## src/rtl/uart_pkg.sv

```systemverilog
// Shared definitions for the uart_top register-bus arbiter: register map,
// arbiter FSM states and frame-guard helpers.
package uart_pkg;

  localparam logic [1:0] BAUD_DATA = 2'd0;
  localparam logic [1:0] ENABLE    = 2'd1;
  localparam logic [1:0] TX_DATA   = 2'd2;
  localparam logic [1:0] RX_DATA   = 2'd3;

  localparam int FRAME_BITS_DEFAULT = 10;

  typedef enum logic [1:0] {
    IDLE,
    ISSUE,
    RESP
  } arb_state_t;

  // Cycles one character occupies the line: divisor times bit times per frame.
  function automatic logic [35:0] guard_cycles(input logic [31:0] shadow,
                                               input int          frame_bits);
    return {4'd0, shadow} * 36'(frame_bits);
  endfunction

endpackage

```

## src/rtl/uart_rr_arbiter.sv

```systemverilog
// Combinational round-robin picker: first eligible requester at or after
// last+1 (mod N), returned one-hot.
module uart_rr_arbiter #(
  parameter int N = 2
) (
  input  logic [N-1:0]         i_elig,
  input  logic [$clog2(N)-1:0] i_last,
  output logic [N-1:0]         o_gnt
);

  logic [N-1:0] w_rot;
  logic         w_found;
  int           w_pick;

  always_comb begin
    // Rotate so bit 0 is requester last+1; the lowest set bit then wins.
    w_rot   = N'({i_elig, i_elig} >> (int'(i_last) + 1));
    w_found = 1'b0;
    w_pick  = 0;
    for (int k = 0; k < N; k++) begin
      if (!w_found && w_rot[k]) begin
        w_found = 1'b1;
        w_pick  = k;
      end
    end
    o_gnt = '0;
    for (int i = 0; i < N; i++) begin
      o_gnt[i] = w_found && (i == ((w_pick + int'(i_last) + 1) % N));
    end
  end

endmodule

```

## src/rtl/uart_bus_arbiter.sv

```systemverilog
// Round-robin sharing of the uart_top register bus, one transaction per
// IDLE->ISSUE->RESP pass. Define UART_ARB_TX_GUARD_EN for the TX_DATA frame guard.
module uart_bus_arbiter
  import uart_pkg::*;
#(
  parameter int N          = 2,
  parameter int FRAME_BITS = FRAME_BITS_DEFAULT
) (
  input  logic            clk,
  input  logic            rst,
  input  logic [N-1:0]    req,
  input  logic [2*N-1:0]  req_address,
  input  logic [32*N-1:0] req_write_data,
  input  logic [N-1:0]    req_we,
  input  logic [N-1:0]    req_re,
  output logic [N-1:0]    gnt,
  output logic [N-1:0]    done,
  output logic [7:0]      rdata,
  output logic [1:0]      uart_address,
  output logic [31:0]     uart_write_data,
  output logic            uart_we,
  output logic            uart_re,
  input  logic [7:0]      uart_read_data
);

  localparam int IW = $clog2(N);

  if (N < 2 || N > 8 || FRAME_BITS < 1 || FRAME_BITS > 15) begin : g_bad_param
    $error("uart_bus_arbiter: N must be 2..8 and FRAME_BITS 1..15");
  end

  arb_state_t    r_state;
  logic [IW-1:0] r_last;
  logic [IW-1:0] r_idx;
  logic          r_is_rd;
  logic [N-1:0]  r_gnt;
  logic [N-1:0]  r_done;
  logic [7:0]    r_rdata;
  logic [1:0]    r_uart_address;
  logic [31:0]   r_uart_write_data;
  logic          r_uart_we;
  logic          r_uart_re;

  logic [N-1:0]  w_elig;
  logic [N-1:0]  w_gnt;
  logic [IW-1:0] w_sel_idx;
  logic [1:0]    w_sel_addr;
  logic [31:0]   w_sel_wdata;
  logic          w_sel_we;
  logic          w_sel_re;
  logic          w_start;

`ifdef UART_ARB_TX_GUARD_EN
  logic [31:0] r_shadow;
  logic [35:0] r_guard;
`endif

  always_comb begin
    for (int i = 0; i < N; i++) begin
      w_elig[i] = req[i];
`ifdef UART_ARB_TX_GUARD_EN
      // Only TX_DATA writes wait for the previous character to leave the line.
      if (r_guard != '0 && req_we[i] && req_address[2*i +: 2] == TX_DATA) begin
        w_elig[i] = 1'b0;
      end
`endif
    end
  end

  uart_rr_arbiter #(.N(N)) u_rr (
    .i_elig (w_elig),
    .i_last (r_last),
    .o_gnt  (w_gnt)
  );

  always_comb begin
    w_sel_idx   = '0;
    w_sel_addr  = '0;
    w_sel_wdata = '0;
    w_sel_we    = 1'b0;
    w_sel_re    = 1'b0;
    for (int i = 0; i < N; i++) begin
      if (w_gnt[i]) begin
        w_sel_idx   = IW'(i);
        w_sel_addr  = req_address[2*i +: 2];
        w_sel_wdata = req_write_data[32*i +: 32];
        w_sel_we    = req_we[i];
        w_sel_re    = req_re[i];
      end
    end
  end

  assign w_start = (r_state == IDLE) && (w_gnt != '0);

  always_ff @(posedge clk) begin
    if (rst) begin
      r_state           <= IDLE;
      r_last            <= IW'(N - 1);
      r_idx             <= '0;
      r_is_rd           <= 1'b0;
      r_gnt             <= '0;
      r_done            <= '0;
      r_rdata           <= '0;
      r_uart_address    <= '0;
      r_uart_write_data <= '0;
      r_uart_we         <= 1'b0;
      r_uart_re         <= 1'b0;
    end else begin
      case (r_state)
        IDLE: begin
          if (w_start) begin
            r_gnt             <= w_gnt;
            r_idx             <= w_sel_idx;
            r_uart_address    <= w_sel_addr;
            r_uart_write_data <= w_sel_wdata;
            // Write wins when both qualifiers are set; neither means a no-op.
            r_uart_we         <= w_sel_we;
            r_uart_re         <= !w_sel_we && w_sel_re;
            r_is_rd           <= !w_sel_we && w_sel_re;
            r_state           <= ISSUE;
          end
        end
        ISSUE: begin
          r_uart_we <= 1'b0;
          r_uart_re <= 1'b0;
          r_gnt     <= '0;
          r_done    <= r_gnt;
          if (r_is_rd) begin
            r_rdata <= uart_read_data;
          end
          r_last  <= r_idx;
          r_state <= RESP;
        end
        RESP: begin
          r_done            <= '0;
          r_uart_address    <= '0;
          r_uart_write_data <= '0;
          r_state           <= IDLE;
        end
        default: r_state <= IDLE;
      endcase
    end
  end

`ifdef UART_ARB_TX_GUARD_EN
  always_ff @(posedge clk) begin
    if (rst) begin
      r_shadow <= '0;
      r_guard  <= '0;
    end else begin
      if (w_start && w_sel_we && w_sel_addr == BAUD_DATA) begin
        r_shadow <= w_sel_wdata;
      end
      // A TX_DATA grant implies the guard is already zero, so load never collides.
      if (w_start && w_sel_we && w_sel_addr == TX_DATA) begin
        r_guard <= guard_cycles(r_shadow, FRAME_BITS);
      end else if (r_guard != '0) begin
        r_guard <= r_guard - 36'd1;
      end
    end
  end
`endif

  assign gnt             = r_gnt;
  assign done            = r_done;
  assign rdata           = r_rdata;
  assign uart_address    = r_uart_address;
  assign uart_write_data = r_uart_write_data;
  assign uart_we         = r_uart_we;
  assign uart_re         = r_uart_re;

endmodule

```

## config.mk

```make
export PLATFORM = sky130hd
export DESIGN_NAME = uart_bus_arbiter
export DESIGN_NICKNAME = d
export VERILOG_FILES = /design/src/rtl/uart_pkg.sv /design/src/rtl/uart_rr_arbiter.sv /design/src/rtl/uart_bus_arbiter.sv
export SDC_FILE = /design/constraint.sdc
export NUM_CORES = 1
export LEC_CHECK = 0
export CAP_MARGIN = 0
export CORE_ASPECT_RATIO = 2
export CORE_UTILIZATION = 40
export DETAILED_ROUTE_END_ITERATION = 16
export PLACE_DENSITY = 0.85
export SLEW_MARGIN = 15
export SYNTH_ARGS = -nofsm -noshare
export SYNTH_HDL_FRONTEND = slang
export SYNTH_SLANG_ARGS = --single-unit
```

## constraint.sdc

```tcl
create_clock -name clk -period 4.4 [get_ports clk]
set_clock_uncertainty 0.1 [all_clocks]
set_input_delay 0.66 -clock clk [delete_from_list [all_inputs] [get_ports clk]]
set_output_delay 0.66 -clock clk [all_outputs]
set_load 0.005 [all_outputs]
```

==> results.md <==
- Crit. End Element: register
- First DRT Iteration DRCs: 48
- Cell area after synthesis: 2211 um^2
- Synth unique cells: 29
- Fmax: 0.3873 GHz
- Placed inst area: 3467 um^2
- Final Hold Violating Endpoints: 0
- Sequential-to-total area share from yosys stat: 47.99%
- Crit path launch type: input port
- Post-DP HPWL: 4.838 mm
- Largest net degree at the start of global routing: 39
- Largest family of logic cells by synthesized area: compound AO/OA/AOI/OAI gates
- Critical path type: in -> reg
- Worst min-delay path category: reg -> reg
- Port buffer count: 131
- Slew Viols, Final: 0
- Period utilisation layout: 58.68%
- Arrival @ worst endpoint: 2.70 ns
- Clock root buffer master: clkbuf_8
- Postcts setup bufs: 0
- Total track usage: 23.13%
- Crit path max fanout: 34
- Commonest non-fill, non-tap cell in the layout: clkdlybuf4s50_1
- Grt total ovfl: 0
- Slew HR: between 20% and 30%
- Pwr dens: around 330 nW/um^2
- Fill count: 449
- Die width: 54.57 um
- Ys Warns: 0
- Clock latency at the later pin of the worst-skew pair: 0.30 ns
- Core outline area: roughly 5400 um^2
- Peak VDD IR: 0.2877 mV
- Vias per Instance: about 5.2
- Layout overhead on the synthesized area: 62.25%
- Fin Setup TNS: 0 ns
- Die area: 5847 um^2
- Avg Cell Area, Syn: 8.879 um^2
- Unrepaired setup endpoints after global routing: false
- Max Root-Sink Buffers: 2
- Final core occ: about two thirds
- Vias in the first global route: 2207
- Synth Area in Simple Gates: roughly 16%
- Nets: 457
- Synth Area in Compound Gates: 26.54%
- H-tree depth: 2
- Gate Count Post-Synth: ~250
- Final Instance Area: 3587 um^2
- Hold Crit Depth: 2
- Worst-margin pin slew: 1.094 ns
- Final Setup Violations: 0
- Antenna cells: 0
- DRT antenna net count: 0
- Total CTS buffers: 5
- First drt pass iteration count: 5
- Syn nets: around 340
- CTS tree: yes
- Clock sink count: 53
- Routed wire length: 6.374 mm
- Avg WL per Cell: 14.82 um
- Placer Congestion: 0.7693
- Post-synthesis register bit count: 53
- Die H: between 100 and 150 um
- Max Cap Viol: 0
- Final min period: 2.582 ns
- Most frequent cells in the layout: clkdlybuf4s50_1 (131), dfxtp_1 (53), nand2_1 (46)
- Starting Density: 41.15%
- Cts repair resizes: 0
- First-pass GRT wire length: 9.804 mm
- Layout cells sized above 1: 3.514%
- IO Count: 132
- Clock transition at path regs: 0.09 ns
- Outcome: finished, final reports clean
- CP required: 4.52 ns
- Synth Area in Adders: 2.264%
- Hold_buf cts: 0
- Mux contribution to synthesized area: 0%
- Residual DRC count: 0
- Initial antenna violation count: 0
- R2r worst-path depth: 6
- Synth Area in XOR/XNOR: 0%
- Row count: 38
- Leakage power: 1.266 nW
- DR vias: ~2300
## cells by family after synthesis
logic type | after synthesis
and+or+nand+nor | 77
adders and majority gates | 4
AOI/OAI and AO/OA | 92
DFF | 53
buffers and inverters | 23
## metrics by stage
stage               cells  power (mW)  hold slack [ns]  setup WS (ns)
floorplan             249      0.6896           0.3400          2.583
global placement      422      0.8454           0.3346          1.552
detailed placement    422      0.8528           0.3405          1.453
CTS                   430       1.198           0.3537          1.790
global route          430       1.240           0.3668          1.629
finish                430       1.185           0.3499          1.818
## cells in the mapped netlist
| cell type | number | area share, % |
|---|---|---|
| a211o_1 | 1 | 0.40 |
| a21boi_0 | 1 | 0.34 |
| a21oi_1 | 13 | 2.9 |
| a21oi_4 | 1 | 0.74 |
| a22oi_1 | 36 | 12 |
| a32o_1 | 1 | 0.45 |
| a32oi_1 | 2 | 0.79 |
| and2_1 | 1 | 0.28 |
| buf_4 | 1 | 0.34 |
| buf_6 | 9 | 4.6 |
| clkbuf_1 | 8 | 1.4 |
| dfxtp_1 | 53 | 48 |
| dlygate4sd1_1 | 2 | 0.79 |
| ha_1 | 4 | 2.3 |
| inv_1 | 3 | 0.51 |
| nand2_1 | 46 | 7.8 |
| nand2b_1 | 3 | 0.85 |
| nand3_1 | 8 | 1.8 |
| nand3b_1 | 5 | 1.7 |
| nor2_1 | 8 | 1.4 |
| nor2b_1 | 1 | 0.28 |
| o21ai_0 | 5 | 1.1 |
| o21ai_1 | 30 | 6.8 |
| o31ai_1 | 1 | 0.34 |
| o41ai_1 | 1 | 0.40 |
| or2_1 | 2 | 0.57 |
| or2_2 | 1 | 0.28 |
| or3_1 | 1 | 0.28 |
| or3b_1 | 1 | 0.40 |
## final timing paths
| path | start | end | slack, ns |
|---|---|---|---|
| setup / recovery | req[0] | uart_write_data[4]$_SDFFE_PP0P_ | 1.82 |
| hold / removal | uart_write_data[13]$_SDFFE_PP0P_ | uart_write_data[13]$_SDFFE_PP0P_ | 0.35 |
| setup reg to reg | r_state[1]$_SDFFE_PP0P_ | uart_write_data[4]$_SDFFE_PP0P_ | 1.99 |
| hold reg to reg | uart_write_data[13]$_SDFFE_PP0P_ | uart_write_data[13]$_SDFFE_PP0P_ | 0.35 |
## layer usage
layer,GRT usage [%],vias to the layer above,part of all wire [%]
li1,-,1124,-
met3,5.816,14,6.0
met5,0,-,0
met4,10.26,0,2.7
met2,43.12,96,56
met1,21.68,1019,35
## worst max-delay path, cell delays in order
cell and delay (ns):
clkdlybuf4s50_1 0.53, or3b_1 0.55, a21oi_4 0.72, nand2_1 0.13, o21ai_1 0.11
## state kept, by name (all words and copies together), names as in the netlist
signal,flops
uart_address,2
uart_we,1
uart_re,1
r_last,1
rdata,8
gnt,2
done,2
uart_write_data,32
r_is_rd,1
r_state,2
r_idx,1
## area by class of cell
cell class	count	area (um^2)	area share, %
sequential	53	1061	29.58
tap	60	75.07	2.093
timing repair buffer	133	1326	36.97
inverter	3	11.26	0.3139
multi-input combinational	173	993.5	27.69
clock buffer	6	82.58	2.302
clock inverter	2	37.54	1.046
## report_power, final
part / internal [mW] / total (mW) / switching (mW)
combinational: 0.171 / 0.297 / 0.126
clock: 0.185 / 0.344 / 0.159
sequential: 0.520 / 0.544 / 0.0237
total: 0.876 / 1.18 / 0.309
Power figures use the tool's default switching activity.
